<file path="config.mk">
export PLATFORM = sky130hd
export DESIGN_NAME = ahb_bus_arbiter_flat
export DESIGN_NICKNAME = d
export VERILOG_FILES = /design/src/rtl/ahb_bus_arbiter_if.sv /design/src/rtl/ahb_bus_arbiter.sv /design/src/flat_wrapper.sv
export SDC_FILE = /design/constraint.sdc
export NUM_CORES = 1
export LEC_CHECK = 0
export BUFFER_PORTS_ARGS = -buffer_cell sky130_fd_sc_hd__buf_4
export CELL_PAD_IN_SITES_DETAIL_PLACEMENT = 0
export CELL_PAD_IN_SITES_GLOBAL_PLACEMENT = 1
export CORE_MARGIN = 5
export CORE_UTILIZATION = 31
export DETAILED_ROUTE_END_ITERATION = 8
export GPL_TIMING_DRIVEN = 0
export PLACE_DENSITY = 0.89
export SLEW_MARGIN = 20
export SYNTH_ARGS = -nofsm -noshare
export SYNTH_HDL_FRONTEND = slang
export SYNTH_SLANG_ARGS = --single-unit
</file>
<file path="constraint.sdc">
create_clock -name CLOCK -period 2.5 [get_ports CLOCK]
set_clock_uncertainty 0.1 [all_clocks]
set_input_delay 0 -clock CLOCK [delete_from_list [all_inputs] [get_ports CLOCK]]
set_output_delay 0 -clock CLOCK [all_outputs]
set_load 0.02 [all_outputs]
</file>
<file path="src/rtl/ahb_bus_arbiter_if.sv">
// Requester-side and AHB-side signals of the two-port bus arbiter.
// REQn rises and stays high until its one-cycle DONEn pulse. GNTn is high from grant
// through DONEn. The requester drops REQn during the DONEn cycle.
interface ahb_bus_arbiter_if #(
  parameter int ADDR_W = 32,
  parameter int DATA_W = 32
);
  logic              REQ0, REQ1, WRITE0, WRITE1;
  logic [ADDR_W-1:0] ADDR0, ADDR1;
  logic [DATA_W-1:0] WDATA0, WDATA1;
  logic              GNT0, GNT1, DONE0, DONE1, ERR;
  logic [DATA_W-1:0] RDATA;
  logic              HTRANS, HWRITE;
  logic [ADDR_W-1:0] HADDR;
  logic [DATA_W-1:0] HWDATA;
  logic              HREADY, HRESP;
  logic [DATA_W-1:0] HRDATA;

  modport master (
    input  REQ0, REQ1, WRITE0, WRITE1, ADDR0, ADDR1, WDATA0, WDATA1,
    input  HREADY, HRESP, HRDATA,
    output GNT0, GNT1, DONE0, DONE1, ERR, RDATA,
    output HTRANS, HWRITE, HADDR, HWDATA
  );

  modport slave (
    output REQ0, REQ1, WRITE0, WRITE1, ADDR0, ADDR1, WDATA0, WDATA1,
    output HREADY, HRESP, HRDATA,
    input  GNT0, GNT1, DONE0, DONE1, ERR, RDATA,
    input  HTRANS, HWRITE, HADDR, HWDATA
  );
endinterface

</file>
<file path="src/rtl/ahb_bus_arbiter.sv">
// Round-robin arbiter for two requesters sharing one AHB master port. It sequences each
// transfer as address, data and response phases, with wait-state and timeout handling.
module ahb_bus_arbiter #(
  parameter int ADDR_W  = 32,
  parameter int DATA_W  = 32,
  parameter int TIMEOUT = 16
) (
  input  logic              CLOCK,
  input  logic              RESET_N,
  ahb_bus_arbiter_if.master bus,
  output logic [1:0]        state_dbg
);
  localparam int CNT_W = $clog2(TIMEOUT + 1);

  typedef enum logic [1:0] {IDLE = 2'd0, ADDR = 2'd1, DATA = 2'd2, RESP = 2'd3} state_e;

  state_e            state_q, state_d;
  logic              last_q, last_d;
  logic              sel_q, sel_d;
  logic [1:0]        gnt_q, gnt_d;
  logic              write_q, write_d;
  logic [ADDR_W-1:0] addr_q, addr_d;
  logic [DATA_W-1:0] wdata_q, wdata_d;
  logic [CNT_W-1:0]  cnt_q, cnt_d;
  logic              err_q, err_d;
  logic [DATA_W-1:0] rdata_q, rdata_d;
  logic              pick;

  always_ff @(posedge CLOCK) begin
    if (!RESET_N) begin
      state_q <= IDLE;
      last_q  <= 1'b1;
      sel_q   <= 1'b0;
      gnt_q   <= '0;
      write_q <= 1'b0;
      addr_q  <= '0;
      wdata_q <= '0;
      cnt_q   <= '0;
      err_q   <= 1'b0;
      rdata_q <= '0;
    end else begin
      state_q <= state_d;
      last_q  <= last_d;
      sel_q   <= sel_d;
      gnt_q   <= gnt_d;
      write_q <= write_d;
      addr_q  <= addr_d;
      wdata_q <= wdata_d;
      cnt_q   <= cnt_d;
      err_q   <= err_d;
      rdata_q <= rdata_d;
    end
  end

  always_comb begin
    state_d = state_q;
    last_d  = last_q;
    sel_d   = sel_q;
    gnt_d   = gnt_q;
    write_d = write_q;
    addr_d  = addr_q;
    wdata_d = wdata_q;
    cnt_d   = cnt_q;
    err_d   = err_q;
    rdata_d = rdata_q;
    pick    = 1'b0;
    case (state_q)
      IDLE: begin
        if (bus.REQ0 || bus.REQ1) begin
          // Under contention the requester not served last wins.
          pick    = (bus.REQ0 && bus.REQ1) ? ~last_q : bus.REQ1;
          sel_d   = pick;
          gnt_d   = pick ? 2'b10 : 2'b01;
          write_d = pick ? bus.WRITE1 : bus.WRITE0;
          addr_d  = pick ? bus.ADDR1  : bus.ADDR0;
          wdata_d = pick ? bus.WDATA1 : bus.WDATA0;
          state_d = ADDR;
        end
      end
      ADDR: begin
        cnt_d   = '0;
        state_d = DATA;
      end
      DATA: begin
        if (bus.HREADY) begin
          if (!write_q) rdata_d = bus.HRDATA;
          err_d   = bus.HRESP;
          state_d = RESP;
        end else if (cnt_q == CNT_W'(TIMEOUT - 1)) begin
          err_d   = 1'b1;
          state_d = RESP;
        end else begin
          cnt_d = cnt_q + CNT_W'(1);
        end
      end
      RESP: begin
        last_d  = sel_q;
        gnt_d   = '0;
        state_d = IDLE;
      end
      default: state_d = IDLE;
    endcase
  end

  // Bus fields are qualified by phase so that an idle bus reads as all zeros.
  assign bus.HTRANS = (state_q == ADDR);
  assign bus.HWRITE = ((state_q == ADDR) || (state_q == DATA)) && write_q;
  assign bus.HADDR  = ((state_q == ADDR) || (state_q == DATA)) ? addr_q : '0;
  assign bus.HWDATA = ((state_q == DATA) && write_q) ? wdata_q : '0;
  assign bus.GNT0   = gnt_q[0];
  assign bus.GNT1   = gnt_q[1];
  assign bus.DONE0  = (state_q == RESP) && !sel_q;
  assign bus.DONE1  = (state_q == RESP) && sel_q;
  assign bus.ERR    = err_q;
  assign bus.RDATA  = rdata_q;
  assign state_dbg  = state_q;
endmodule
</file>
<file path="src/flat_wrapper.sv">
// flat-port wrapper written by rule: the top's interface ports become plain ports
module ahb_bus_arbiter_flat 
#(
  parameter int ADDR_W  = 32,
  parameter int DATA_W  = 32,
  parameter int TIMEOUT = 16
)
  (CLOCK, RESET_N, state_dbg, bus_REQ0, bus_REQ1, bus_WRITE0, bus_WRITE1, bus_ADDR0, bus_ADDR1, bus_WDATA0, bus_WDATA1, bus_HREADY, bus_HRESP, bus_HRDATA, bus_GNT0, bus_GNT1, bus_DONE0, bus_DONE1, bus_ERR, bus_RDATA, bus_HTRANS, bus_HWRITE, bus_HADDR, bus_HWDATA);
  ahb_bus_arbiter_if #(.ADDR_W(ADDR_W), .DATA_W(DATA_W)) bus_i ();
  input  logic CLOCK;
  input  logic RESET_N;
  output logic [1:0] state_dbg;
  input wire logic [$bits(bus_i.REQ0)-1:0] bus_REQ0;
  input wire logic [$bits(bus_i.REQ1)-1:0] bus_REQ1;
  input wire logic [$bits(bus_i.WRITE0)-1:0] bus_WRITE0;
  input wire logic [$bits(bus_i.WRITE1)-1:0] bus_WRITE1;
  input wire logic [$bits(bus_i.ADDR0)-1:0] bus_ADDR0;
  input wire logic [$bits(bus_i.ADDR1)-1:0] bus_ADDR1;
  input wire logic [$bits(bus_i.WDATA0)-1:0] bus_WDATA0;
  input wire logic [$bits(bus_i.WDATA1)-1:0] bus_WDATA1;
  input wire logic [$bits(bus_i.HREADY)-1:0] bus_HREADY;
  input wire logic [$bits(bus_i.HRESP)-1:0] bus_HRESP;
  input wire logic [$bits(bus_i.HRDATA)-1:0] bus_HRDATA;
  output wire logic [$bits(bus_i.GNT0)-1:0] bus_GNT0;
  output wire logic [$bits(bus_i.GNT1)-1:0] bus_GNT1;
  output wire logic [$bits(bus_i.DONE0)-1:0] bus_DONE0;
  output wire logic [$bits(bus_i.DONE1)-1:0] bus_DONE1;
  output wire logic [$bits(bus_i.ERR)-1:0] bus_ERR;
  output wire logic [$bits(bus_i.RDATA)-1:0] bus_RDATA;
  output wire logic [$bits(bus_i.HTRANS)-1:0] bus_HTRANS;
  output wire logic [$bits(bus_i.HWRITE)-1:0] bus_HWRITE;
  output wire logic [$bits(bus_i.HADDR)-1:0] bus_HADDR;
  output wire logic [$bits(bus_i.HWDATA)-1:0] bus_HWDATA;
  assign bus_i.REQ0 = bus_REQ0;
  assign bus_i.REQ1 = bus_REQ1;
  assign bus_i.WRITE0 = bus_WRITE0;
  assign bus_i.WRITE1 = bus_WRITE1;
  assign bus_i.ADDR0 = bus_ADDR0;
  assign bus_i.ADDR1 = bus_ADDR1;
  assign bus_i.WDATA0 = bus_WDATA0;
  assign bus_i.WDATA1 = bus_WDATA1;
  assign bus_i.HREADY = bus_HREADY;
  assign bus_i.HRESP = bus_HRESP;
  assign bus_i.HRDATA = bus_HRDATA;
  assign bus_GNT0 = bus_i.GNT0;
  assign bus_GNT1 = bus_i.GNT1;
  assign bus_DONE0 = bus_i.DONE0;
  assign bus_DONE1 = bus_i.DONE1;
  assign bus_ERR = bus_i.ERR;
  assign bus_RDATA = bus_i.RDATA;
  assign bus_HTRANS = bus_i.HTRANS;
  assign bus_HWRITE = bus_i.HWRITE;
  assign bus_HADDR = bus_i.HADDR;
  assign bus_HWDATA = bus_i.HWDATA;
  ahb_bus_arbiter #(.ADDR_W(ADDR_W), .DATA_W(DATA_W), .TIMEOUT(TIMEOUT)) u_core (.CLOCK(CLOCK), .RESET_N(RESET_N), .bus(bus_i), .state_dbg(state_dbg));
endmodule
</file>
[Word-level counts from Yosys, hierarchy flattened]
Index checks and enable logic that the tools add are counted.
Word-level totals
  bits in registers: 109
  output and inout bits: 105
  word-level logic and storage cells: 57
Operators by class
  add/subtract/negate cells: 1
  equal/unequal tests: 8
  multiplexer cells: 18
  bitwise logic cells: 2
  reductions and logical operators: 18
Operators with widths (number)
  2-to-1 mux 32 bit: 4
  2-to-1 mux 2 bit: 5
  2-to-1 mux 5 bit: 2
  case mux 5 bit (2 select lines): 1
  case mux 2 bit (4 select lines): 1
  AND reduction 2 bit: 4
  AND reduction 3 bit: 2
  nonzero test 2 bit: 3
  adder 5 x 1 -> 5 bit, second input constant: 1
  == test 5 x 4 -> 1 bit, second input constant: 1
  logical AND 1 bit: 5
  == test 2 bit, second input constant: 2
  2-to-1 mux 1 bit: 4
  != test 2 bit, second input constant: 2
  case mux 2 bit (2 select lines): 1
  != test 3 x 2 -> 1 bit, second input constant: 1
  == test 2 x 1 -> 1 bit, second input constant: 1
  zero test 2 bit: 1
  logical OR 1 bit: 2
  != test 2 x 1 -> 1 bit, second input constant: 1
  inverter 1 bit: 2
  zero test 1 bit: 1

[Longest topological paths before layout]
Gate-level depths: netlist of the first run.
  word-level depth: 5
  mapped depth: 7

[Least setup slack after synthesis of the first run]
Ideal clock, no wire load.
  path kind: reg-to-reg
  start: register u_core.cnt_q[0]
  end: register u_core.cnt_q[3]
  setup time: 72 ps
  data arrival time: 1825 ps
  path slack: 503 ps
  cell stages (with the launch flop): 7
  path buffers: 0
  path through: dfxtp_1 -> ha_1 -> and3_1 -> ha_1 -> or3b_2 -> or3_1 -> a21oi_1
On the way
  longest elaborated chain between the ends: 4
  elaborated cells between the ends (all ways): 7
  those cells by class: add/sub (1); eq/ne (2); mux (3); reduce/logical (1)
Ends and longest elaborated chain
  start: declaration: RTL line ahb_bus_arbiter.sv:24  | logic [CNT_W-1:0] cnt_q, cnt_d;
  start signal: assignment: RTL line ahb_bus_arbiter.sv:49  | cnt_q <= cnt_d;
  adder 5 x 1 -> 5 bit: RTL line ahb_bus_arbiter.sv:93  | cnt_d = cnt_q + CNT_W'(1);
  2-to-1 mux 5 bit: RTL line ahb_bus_arbiter.sv:89  | end else if (cnt_q == CNT_W'(TIMEOUT - 1)) begin
  2-to-1 mux 5 bit: RTL line ahb_bus_arbiter.sv:85  | if (bus.HREADY) begin
  case mux 5 bit (2 select lines): RTL line ahb_bus_arbiter.sv:67  | case (state_q)
Parallel ways exist; a longest one is shown, timed or not. The select of a mux whose other input is x is not followed.
A chain may end at the register's enable or synchronous reset.

[Worst setup path after layout of the first run]
  start: register u_core.state_q[0] (netlist: u_core.state_dbg[0])
  end: register u_core.addr_q[24]
On the way
  longest elaborated chain between the ends: 2
Ends and longest elaborated chain
  start: declaration: RTL line ahb_bus_arbiter.sv:17  | state_e state_q, state_d;
  start signal: assignment: RTL line ahb_bus_arbiter.sv:42  | state_q <= state_d;
  zero test 2 bit: RTL line ahb_bus_arbiter.sv:67
  AND reduction 2 bit (no line)
  end signal: assignment: RTL line ahb_bus_arbiter.sv:47  | addr_q <= addr_d;
  end: declaration: RTL line ahb_bus_arbiter.sv:22  | logic [ADDR_W-1:0] addr_q, addr_d;
Every way passes these cells.

==> flow_summary_export.csv, run 1 <==
group,metric,value,unit
finish,final_cell_count_without_fillers,1293,
synth,netlist_area,0.004917,mm^2
route,vias,6222,
timing,holdWs,0.2026,ns
power,power_switching_share,38.38,%
route,vias_per_cell,4.812,
timing,setup-violations-final,0,
worst_setup_path,critical_path.slowest_cell,"dlygate4sd3_1",
place,dpl.hpwl,13.76,mm
grt,globalRouteMet1Util,25.82,%
floorplan,initial_utilization,31.29,%
power,p_per_area,807.0,mW/mm^2
clock_network,cts_made_buffers,9,
worst_setup_path,timing.critical_path.cells,"inv_1 -> ha_2 -> and4_1 -> clkbuf_1 -> buf_2 -> a221o_1 -> dlygate4sd3_1",
grt,gr-total-overflow,0,
synth,synth_seq_area_share,44.38,%
floorplan,die-width,135.9,um
grt,global_route_wire_length_before_repair,32.58,mm
synth,yosysTopAreaCellShare,44.38,%
worst_setup_path,path_buf_inv,4,
timing,post-route-period-util,93.88,%
worst_setup_path,cp_slowest_stage_delay,0.55,ns
synth,ranking_of_synthesized_cells_by_area,"dfxtp_1 44%, a21oi_1 11%, nand2_1 9.2%",
finish,diodes,0,
route,routed_wire_length_per_instance,16.27,um
worst_setup_path,cpLargestDelayFamily,"buffers and inverters",
place,placedCellCount,1109,
route,detail_route.wirelength,21.03,mm
finish,most-common-layout-cells,"272 x buf_4, 168 x dlygate4sd3_1, 120 x nand2_1",
power,irDropWorstVdd,0.3971,mV
clock_network,cts_root_buf,"clkbuf_16",
timing,period_needed,2.347,ns
grt,grt_use_met3,6.218,%
grt,grt.busiest_layer,"met2",
worst_setup_path,worst_path_arrival_time,2.49,ns
floorplan,die_h,135.9,um
place,gp_routability_congestion,0.7896,
clock_network,clock_latency,0.35,ns
clock_network,htreeDepth,3,
grt,grt_antenna_before_repair,0,
min_path,holdCritPathClass,"input port to flip-flop",
power,total_switching_power,0.002863,W
clock_network,number_of_buffers_added_for_setup_after_cts,0,
floorplan,fp-row-count,46,
worst_setup_path,critPathCaptureType,"flip-flop",
synth,synth-seq-cells,109,
finish,drive_above_1_share,28.78,%
route,initialDrtViolationCount,219,
grt,grt_max_degree,17,
floorplan,floorplan.io_pins,273,
grt,grt_pass1_vias,6348,
synth,yosysTopAreaCell,"dfxtp_1",
timing,worst-slew-pin-transition,0.6426,ns
power,seq_power_share,32.6,%
route,drt.antenna.violating_nets,0,
worst_setup_path,timing_worst_setup_path_type,"flip-flop to flip-flop",
power,power.combinational.fraction,46.1,%
worst_setup_path,critPathLaunchType,"flip-flop",
job,timing.max_cap.violations,0,
timing,final-hold-violation-count,0,
clock_network,clk_pin_slew,0.07,ns
timing,highest_clock_rate,426.1,MHz
power,cellInternalPower,0.004598,W
finish,n_fill_cell,1335,
floorplan,core_region_area,0.01571,mm^2
timing,rsz_0062_raised_after_global_routing,"no",
timing,final-max-slew-violation-count,0,
synth,postSynthCellCount,621,
timing,relSlewSlack,57.07,%
synth,synth.avg_cell_area,7.918,um^2
synth,ys.warnings.count,0,
finish,syn2layout_area_growth,88.02,%
timing,setup-tns-final,0,ns
outcome,outcome,"completed",
route,drt_drc_violations_left,0,
finish,finish.net_count,1247,
grt,gr-usage-met2,38.91,%
route,first_pass_iters,4,
power,p_leak,4.341,nW
worst_setup_path,cp_data_required_time,2.64,ns
floorplan,die_area,0.01848,mm^2
worst_setup_path,worst-path-max-fanout,10,
grt,track_usage,22.16,%
clock_network,cts-root-to-sink-buffers,2,
power,clock_share_of_power,21.3,%
power,p_total,0.007461,W
place,portBuffers,272,
synth,synth_cell_type_count,32,
finish,mostFrequentLayoutCell,"buf_4",
clock_network,tritoncts,"built",
clock_network,cts.sinks,109,
synth,synth_nets,796,
## registers in the layout (all words and copies together), names as in the netlist
signal	count
u_core.bus.ERR	1
u_core.state_dbg	2
u_core.bus.RDATA	32
u_core.sel_q	1
u_core.write_q	1
u_core.last_q	1
u_core.cnt_q	5
u_core.wdata_q	32
u_core.addr_q	32
u_core.gnt_q	2
## routing by layer
layer	part of all wire (%)	vias up
met5	0	-
met4	2.4	0
met3	8.9	40
met2	49	262
met1	40	2885
li1	-	3035
## kinds of logic after synthesis
kind of cell / share of synthesized area [%]
AND/OR/NAND/NOR: 22.19
AO/OA/AOI/OAI: 25.75
flip-flops: 44.38
buffers and inverters: 5.140
adder cells (fa/ha/maj): 1.781
XOR/XNOR: 0.3563
multiplexers: 0.4071
## cell usage after synthesis
library cell / n
dfxtp_1: 109
or3_1: 1
nand3_1: 2
nor4bb_1: 1
and4_1: 1
a211oi_1: 1
a21boi_2: 1
nor3b_1: 3
or3b_2: 1
and3b_1: 1
xnor2_1: 2
and3_1: 48
nand2b_1: 1
a21bo_2: 1
o21a_1: 1
a21boi_0: 34
o21ai_0: 58
inv_1: 6
clkbuf_1: 41
ha_1: 7
nand3b_1: 1
mux2i_1: 2
nand2_1: 120
o221a_2: 1
nor2_1: 7
buf_6: 1
nor2b_1: 2
a21oi_1: 105
buf_2: 13
a22oi_1: 1
a221o_1: 14
and2_1: 34
## worst reg2reg max path, delay by kind of cell (launching register included)
kind / cells / cell delay [ns]
DFF: 1 / 0.37
adders and majority gates: 1 / 0.23
buffers and inverters: 4 / 1.00
and+or+nand+nor: 1 / 0.16
AOI/OAI and AO/OA: 1 / 0.38
## worst paths after layout
| check | from | end | slack [ns] | cells past startpoint |
|---|---|---|---|---|
| worst max-delay path | u_core.state_dbg[0] | u_core.addr_q[24] | 0.15 | 7 |
| worst min-delay path | RESET_N | u_core.state_dbg[1] | 0.20 | 4 |
| worst max register to register | u_core.state_dbg[0] | u_core.addr_q[24] | 0.15 | 7 |
| worst min register to register | u_core.bus.RDATA[27] | u_core.bus.RDATA[27] | 0.36 | 2 |
## what timing repair did
action	4_1_cts	5_1_grt
endpoints found under the hold margin	103	0
hold buffers	168	0
resized for setup	0	7
endpoints found under the setup margin	0	36
## per-stage QoR
step	worst slack [ns]	util, %	cell area [um^2]
2_1_floorplan	0.5026	-	4917
3_3_place_gp	0.4166	46.01	7229
3_5_place_dp	0.4001	46.01	7229
4_1_cts	0.01470	58.79	9238
5_1_grt	0.05754	58.84	9245
6_report	0.1530	58.84	9245
## area by class of cell
type	count	area, um^2	area share [%]
timing repair buffer	440	3724	40.28
multi-input combinational	451	2485	26.88
sequential	109	2185	23.63
tap	216	270.3	2.923
clock buffer	12	256.5	2.774
buffer	55	232.7	2.517
clock inverter	4	70.07	0.7579
inverter	6	22.52	0.2436
## power groups by stage
stage | clock network (W) | logic [W] | registers (W)
2_1_floorplan | 0 | 0.00177 | 0.00248
3_3_place_gp | 0 | 0.00308 | 0.00244
3_5_place_dp | 0 | 0.00309 | 0.00246
4_1_cts | 0.00163 | 0.00341 | 0.00242
5_1_grt | 0.00169 | 0.00378 | 0.00249
6_report | 0.00159 | 0.00344 | 0.00244
(Power assumes the default switching activity.)
==> inputs of run 2 (changes only) <==
--- a/config.mk
+++ b/config.mk
@@ -8,7 +8,7 @@
 export BUFFER_PORTS_ARGS = -buffer_cell sky130_fd_sc_hd__buf_4
 export CELL_PAD_IN_SITES_DETAIL_PLACEMENT = 0
 export CELL_PAD_IN_SITES_GLOBAL_PLACEMENT = 1
-export CORE_MARGIN = 5
+export CORE_MARGIN = 10
 export CORE_UTILIZATION = 31
 export DETAILED_ROUTE_END_ITERATION = 8
 export GPL_TIMING_DRIVEN = 0
==> constraint.sdc (replaced) <==
create_clock -name CLOCK -period 2.3 [get_ports CLOCK]
set_clock_uncertainty 0.1 [all_clocks]
set_input_delay 0 -clock CLOCK [delete_from_list [all_inputs] [get_ports CLOCK]]
set_output_delay 0 -clock CLOCK [all_outputs]
set_load 0.02 [all_outputs]
==> run 2 against run 1 <==
  * Wire length rose by 9.3%
  * Non-clock buffer count is 2 higher
  * Clock-buffer cell count grew 1
  * Die area is 15% higher
  * Worst hold slack better by 0.11 ns
  * Core utilization increased by 1.2 points
  * Sequential power up 8.2%
  * Register-to-register slack got worse by 0.09 ns
  * Clock power is essentially flat
  * Sequential share of layout area is essentially flat
  * Largest power group unchanged
  * Highest routed layer unchanged
==> flow_summary_export.csv, run 2 (synthesized netlist as in run 1, its figures left out) <==
group,metric,value,unit
timing,highest_clock_rate,447.1,MHz
floorplan,die_area,0.02130,mm^2
place,placed_instance_area,0.007223,mm^2
grt,track_usage,20.38,%
floorplan,core_region_area,0.01537,mm^2
timing,final-hold-violation-count,0,
power,irDropWorstVdd,0.3988,mV
worst_setup_path,timing.critical_path.cells,"inv_1 -> ha_1 -> and4_1 -> clkbuf_1 -> a221o_1 -> dlygate4sd3_1",
route,drt.antenna.violating_nets,0,
power,cellInternalPower,0.004817,W
route,first_pass_iters,5,
clock_network,cts-root-to-sink-buffers,2,
finish,postLayoutCellArea,0.009233,mm^2
finish,most-common-layout-cells,"274 x buf_4, 169 x dlygate4sd3_1, 120 x nand2_1",
worst_setup_path,worst-path-max-fanout,9,
grt,grt_max_degree,17,
place,placedCellCount,1104,
route,detail_route.wirelength,23.00,mm
floorplan,initial_utilization,31.99,%
timing,final-max-slew-violation-count,0,
power,p_per_area,861.6,mW/mm^2
clock_network,clock_latency,0.35,ns
worst_setup_path,cp_slowest_stage_delay,0.57,ns
power,seq_power_share,33.2,%
route,vias,6264,
place,dpl.hpwl,15.42,mm
route,vias_per_cell,4.848,
grt,gr-total-overflow,0,
timing,setup_ws,0.06326,ns
finish,mostFrequentLayoutCell,"buf_4",
grt,global_route_wire_length_before_repair,35.49,mm
worst_setup_path,cp_data_required_time,2.43,ns
timing,relSlewSlack,60.77,%
clock_network,clk_pin_slew,0.07,ns
power,power_switching_share,39.45,%
worst_setup_path,worst_path_arrival_time,2.37,ns
power,power.combinational.fraction,46.7,%
floorplan,die-width,145.9,um
floorplan,floorplan.io_pins,273,
place,gp_routability_congestion,0.8111,
finish,drive_above_1_share,28.73,%
worst_setup_path,critical_path.slowest_cell,"dlygate4sd3_1",
worst_setup_path,critPathCaptureType,"flip-flop",
worst_setup_path,timing_worst_setup_path_type,"flip-flop to flip-flop",
timing,worst-slew-pin-transition,0.5871,ns
clock_network,cts.sinks,109,
power,p_leak,4.308,nW
grt,grt_antenna_before_repair,2,
timing,holdWs,0.3132,ns
place,portBuffers,272,
power,clock_share_of_power,20.1,%
job,timing.max_cap.violations,0,
finish,n_fill_cell,1337,
timing,post-route-period-util,97.25,%
grt,grt_pass1_vias,6511,
finish,finish.net_count,1249,
finish,final_cell_count_without_fillers,1292,
clock_network,htreeDepth,3,
place,preCtsSetupSlack,0.2141,ns
outcome,outcome,"completed",
timing,setup-violations-final,0,
floorplan,die_h,145.9,um
worst_setup_path,critPathLaunchType,"flip-flop",
min_path,holdCritPathClass,"input port to flip-flop",
route,drt_drc_violations_left,0,
clock_network,tritoncts,"built",
finish,final_core_util,60.07,%
finish,syn2layout_area_growth,87.76,%
clock_network,cts_root_buf,"clkbuf_16",
clock_network,cts_made_buffers,9,
floorplan,fp-row-count,45,
route,routed_wire_length_per_instance,17.80,um
power,total_switching_power,0.003138,W
route,initialDrtViolationCount,357,
timing,period_needed,2.237,ns
run 2: path summary, 6_finish.rpt:
check	startpoint	end	slack (ns)	cells past startpoint
hold / removal	bus_ADDR0[30]	u_core.addr_q[30]	0.31	3
setup reg to reg	u_core.state_dbg[0]	u_core.addr_q[31]	0.06	6
setup / recovery	u_core.state_dbg[0]	u_core.addr_q[31]	0.06	6
hold reg to reg	u_core.bus.ERR	u_core.bus.ERR	0.35	2
run 2: final cells by class:
| class | count | area, um^2 | share of cell area [%] |
|---|---|---|---|
| Antenna cell | 2 | 5.005 | 0.05421 |
| Buffer | 55 | 237.7 | 2.575 |
| Clock buffer | 13 | 250.2 | 2.710 |
| Clock inverter | 3 | 45.04 | 0.4879 |
| Inverter | 6 | 22.52 | 0.2439 |
| Multi-Input combinational cell | 451 | 2482 | 26.89 |
| Sequential cell | 109 | 2185 | 23.66 |
| Tap cell | 211 | 264.0 | 2.859 |
| Timing Repair Buffer | 442 | 3741 | 40.52 |
run 2: per-stage QoR:
stage               total power (W)  setup TNS, ns
global placement           0.006029              0
finish                     0.007955              0
CTS                        0.007928              0
floorplan                  0.004628              0
global route               0.008439      -0.005359
detailed placement         0.006055              0
run 2: per-layer routing:
layer / wire, um / part of all wire, % / track usage (%)
met1: 9403 / 41 / 23.62
met2: 10920 / 47 / 33.69
met3: 2032 / 8.8 / 7.016
met4: 640 / 2.8 / 8.038
met5: 0 / 0 / 0
run 2: repair_timing:
action | CTS | global route
endpoints found under the hold margin | 102 | 0
endpoints found under the setup margin | 3 | 14
hold buffers | 169 | 0
buffers inserted | 0 | 1
gates resized for setup | 1 | 10
cloned | 0 | 0
run 2: power groups by stage:
stage	clock network, W	logic [W]	registers [W]
global route	0.00168	0.00406	0.00270
floorplan	0	0.00193	0.00270
global placement	0	0.00337	0.00265
finish	0.00160	0.00371	0.00264
detailed placement	0	0.00338	0.00267
CTS	0.00164	0.00366	0.00263
run 2: critical path, delay by kind of cell (launching register included):
kind,cells,cell delay [ns]
buffers and inverters,3,0.79
and+or+nand+nor,1,0.18
AOI/OAI and AO/OA,1,0.37
DFF,1,0.38
adders and majority gates,1,0.29
==> inputs of run 3 (changes only) <==
--- a/config.mk
+++ b/config.mk
@@ -5,14 +5,16 @@
 export SDC_FILE = /design/constraint.sdc
 export NUM_CORES = 1
 export LEC_CHECK = 0
+export ABC_AREA = 1
+export ABC_CLOCK_PERIOD_IN_PS = 2300
 export BUFFER_PORTS_ARGS = -buffer_cell sky130_fd_sc_hd__buf_4
 export CELL_PAD_IN_SITES_DETAIL_PLACEMENT = 0
 export CELL_PAD_IN_SITES_GLOBAL_PLACEMENT = 1
 export CORE_MARGIN = 10
-export CORE_UTILIZATION = 31
+export CORE_UTILIZATION = 30
 export DETAILED_ROUTE_END_ITERATION = 8
 export GPL_TIMING_DRIVEN = 0
-export PLACE_DENSITY = 0.89
+export PLACE_DENSITY = 0.88
 export SLEW_MARGIN = 20
 export SYNTH_ARGS = -nofsm -noshare
 export SYNTH_HDL_FRONTEND = slang
==> run 3 against run 2 <==
  * Via count up 12%
  * Worst hold slack worse by 0.29 ns
  * Global-route usage down 1.7 points
  * Critical endpoint is now u_core.addr_q[14]
  * Largest cell class unchanged
==> flow_summary_export.csv, run 3 <==
group,metric,value,unit
outcome,outcome,"completed",
timing,post-route-period-util,92.83,%
timing,final-hold-violation-count,0,
worst_setup_path,critPathLaunchType,"flip-flop",
timing,period_needed,2.135,ns
route,top_layer_used,"met4",
synth,yosysTopAreaCellShare,39.62,%
worst_setup_path,critPathCaptureType,"flip-flop",
timing,worst-slew-pin-transition,0.5578,ns
power,irDropWorstVdd,0.4297,mV
worst_setup_path,reg2regPathDepth,9,
route,initialDrtViolationCount,278,
synth,ys_async_sr_fraction,0,%
floorplan,die_h,155.5,um
timing,setup-violations-final,0,
timing,holdWs,0.02401,ns
timing,rsz_0062_raised_after_global_routing,"no",
place,portBuffers,271,
grt,grt_antenna_before_repair,4,
route,routed_wire_length_per_instance,14.77,um
grt,grt_max_degree,17,
worst_setup_path,worst-path-max-fanout,10,
timing,setup-tns-final,0,ns
route,drt.antenna.violating_nets,0,
route,first_pass_iters,5,
timing,final-max-slew-violation-count,0,
floorplan,initial_utilization,30.56,%
clock_network,clk_pin_slew,0.07,ns
clock_network,clock_latency,0.35,ns
worst_setup_path,reg2reg_slack,0.16,ns
worst_setup_path,timing_worst_setup_path_type,"flip-flop to flip-flop",
synth,synth_nets,1089,
synth,ys.warnings.count,0,
clock_network,tritoncts,"built",
clock_network,cts_root_buf,"clkbuf_16",
route,route.layer.met1.wl,9.419,mm
floorplan,floorplan.io_pins,273,
worst_setup_path,crit_path_start,"u_core.state_dbg[0]",
power,p_per_area,813.0,mW/mm^2
power,p_leak,5.327,nW
floorplan,die_area,0.02418,mm^2
synth,most_instantiated_library_cell_after_synthesis,"nor2_1",
grt,grt_pass1_vias,7136,
grt,track_usage,18.72,%
grt,global_route_wire_length_before_repair,36.78,mm
place,dpl.hpwl,16.67,mm
route,wl_met2,11.60,mm
finish,syn2layout_area_growth,78.85,%
synth,synth_seq_area_share,39.62,%
clock_network,cts-root-to-sink-buffers,2,
worst_setup_path,rr_endpoint,"u_core.addr_q[14]",
synth,synth-seq-cells,109,
finish,most-common-layout-cells,"274 x buf_4, 259 x nor2_1, 214 x nand2_1",
clock_network,cts_made_buffers,9,
job,timing.max_cap.violations,0,
route,drt_drc_violations_left,0,
worst_setup_path,source_of_the_worst_register_to_register_timing_path,"u_core.state_dbg[0]",
clock_network,htreeDepth,3,
clock_network,number_of_buffers_added_for_setup_after_cts,0,
timing,relSlewSlack,62.82,%
clock_network,cts.sinks,109,
route,detail_route.wirelength,23.63,mm
timing,highest_clock_rate,468.4,MHz
synth,yosysTopAreaCell,"dfxtp_1",
route,route.met3.wl,1.997,mm
finish,final_core_util,54.65,%
worst_setup_path,cp_data_required_time,2.45,ns
synth,most_used_flip_flop_cell_after_synthesis,"dfxtp_1",
floorplan,core_region_area,0.01802,mm^2
synth,postSynthCellCount,914,
finish,drive_above_1_share,23.12,%
synth,post_synth_most_frequent_cells,"260 x nor2_1, 214 x nand2_1, 132 x inv_1",
grt,gr-total-overflow,0,
synth,ranking_of_synthesized_cells_by_area,"dfxtp_1 40%, nor2_1 18%, nand2_1 15%",
worst_setup_path,setup.worst_path.end,"u_core.addr_q[14]",
route,vias,7020,
finish,mostFrequentLayoutCell,"buf_4",
floorplan,fp-row-count,49,
min_path,holdCritPathClass,"input port to flip-flop",
synth,synth_enable_flop_cells,0,
floorplan,die-width,155.5,um
finish,finish.net_count,1538,
synth,synth_cell_type_count,21,
worst_setup_path,worst_path_arrival_time,2.28,ns
route,vias_per_cell,4.388,
synth,synth.avg_cell_area,6.026,um^2
synth,netlist_area,0.005508,mm^2
place,gp_routability_congestion,0.7893,
==> run 3: final cells by class <==
cell class / count / area [um^2]
multi-input cells: 619 / 2580
well taps: 229 / 286.5
repair buffers: 439 / 3716
fillers: 1732 / 8174
diodes: 4 / 10.01
flip-flops and latches: 109 / 2182
clock buffers: 11 / 242.7
plain buffers: 51 / 255.2
clock inverters: 4 / 72.57
inverters: 134 / 505.5
==> run 3: cell families (layout without fill, tap and decap cells) <==
| group | after synthesis | in the layout | synth area share, % |
|---|---|---|---|
| adder cells (fa/ha/maj) | 7 | 7 | 1.590 |
| flip-flops | 109 | 109 | 39.62 |
| AND/OR/NAND/NOR | 500 | 500 | 34.73 |
| AO/OA/AOI/OAI | 112 | 112 | 10.38 |
| other | 0 | 4 | 0 |
| buffers and inverters | 186 | 639 | 13.68 |
==> run 3: critical path, cell delays in order (launching register included) <==
cell and delay, ns:
dfxtp_1 0.34, inv_1 0.11, ha_1 0.28, o21ai_4 0.12, inv_4 0.14, buf_6 0.18, nand2_1 0.06, nor2_1 0.09
dlygate4sd3_1 0.56, nor2_1 0.05
==> run 3: how the worst min path moves through the flow <==
stage                   startpoint              endpoint  slack (ns)  depth (start not counted)
global placement    bus_HRDATA[18]  u_core.bus.RDATA[18]        0.12                          3
global route              bus_REQ1          u_core.sel_q        0.05                          4
finish                    bus_REQ1   u_core.state_dbg[0]        0.02                          5
CTS                       bus_REQ1          u_core.sel_q       0.002                          4
floorplan            bus_HRDATA[0]   u_core.bus.RDATA[0]        0.03                          2
detailed placement   bus_HRDATA[1]   u_core.bus.RDATA[1]        0.13                          3
==> run 3: stage by stage <==
stage,area [um^2],total power [W],worst slack [ns],cells
4_1_cts,9829,0.008059,0.03364,1597
3_3_place_gp,7829,0.005981,0.1072,1414
6_report,9851,0.008009,0.1650,1600
5_1_grt,9851,0.008637,0.01367,1600
3_5_place_dp,7829,0.006021,0.09301,1414
2_1_floorplan,5508,0.004680,0.5160,914
==> run 3: routing by layer <==
layer / vias to the layer above / GRT usage [%]
li1: 3614 / -
met5: - / 0
met1: 3114 / 20.57
met2: 254 / 32.65
met3: 38 / 6.314
met4: 0 / 6.952
==> run 3: what timing repair did <==
action / CTS / global route
resized for setup: 3 / 12
hold buffers: 168 / 0
setup endpoints to repair: 30 / 73
endpoints found under the hold margin: 103 / 0
==> run 3: power by group <==
| group | internal (W) | switching [W] |
|---|---|---|
| Combinational | 0.00149 | 0.00220 |
| Clock | 0.000978 | 0.000707 |
| Sequential | 0.00239 | 0.000248 |
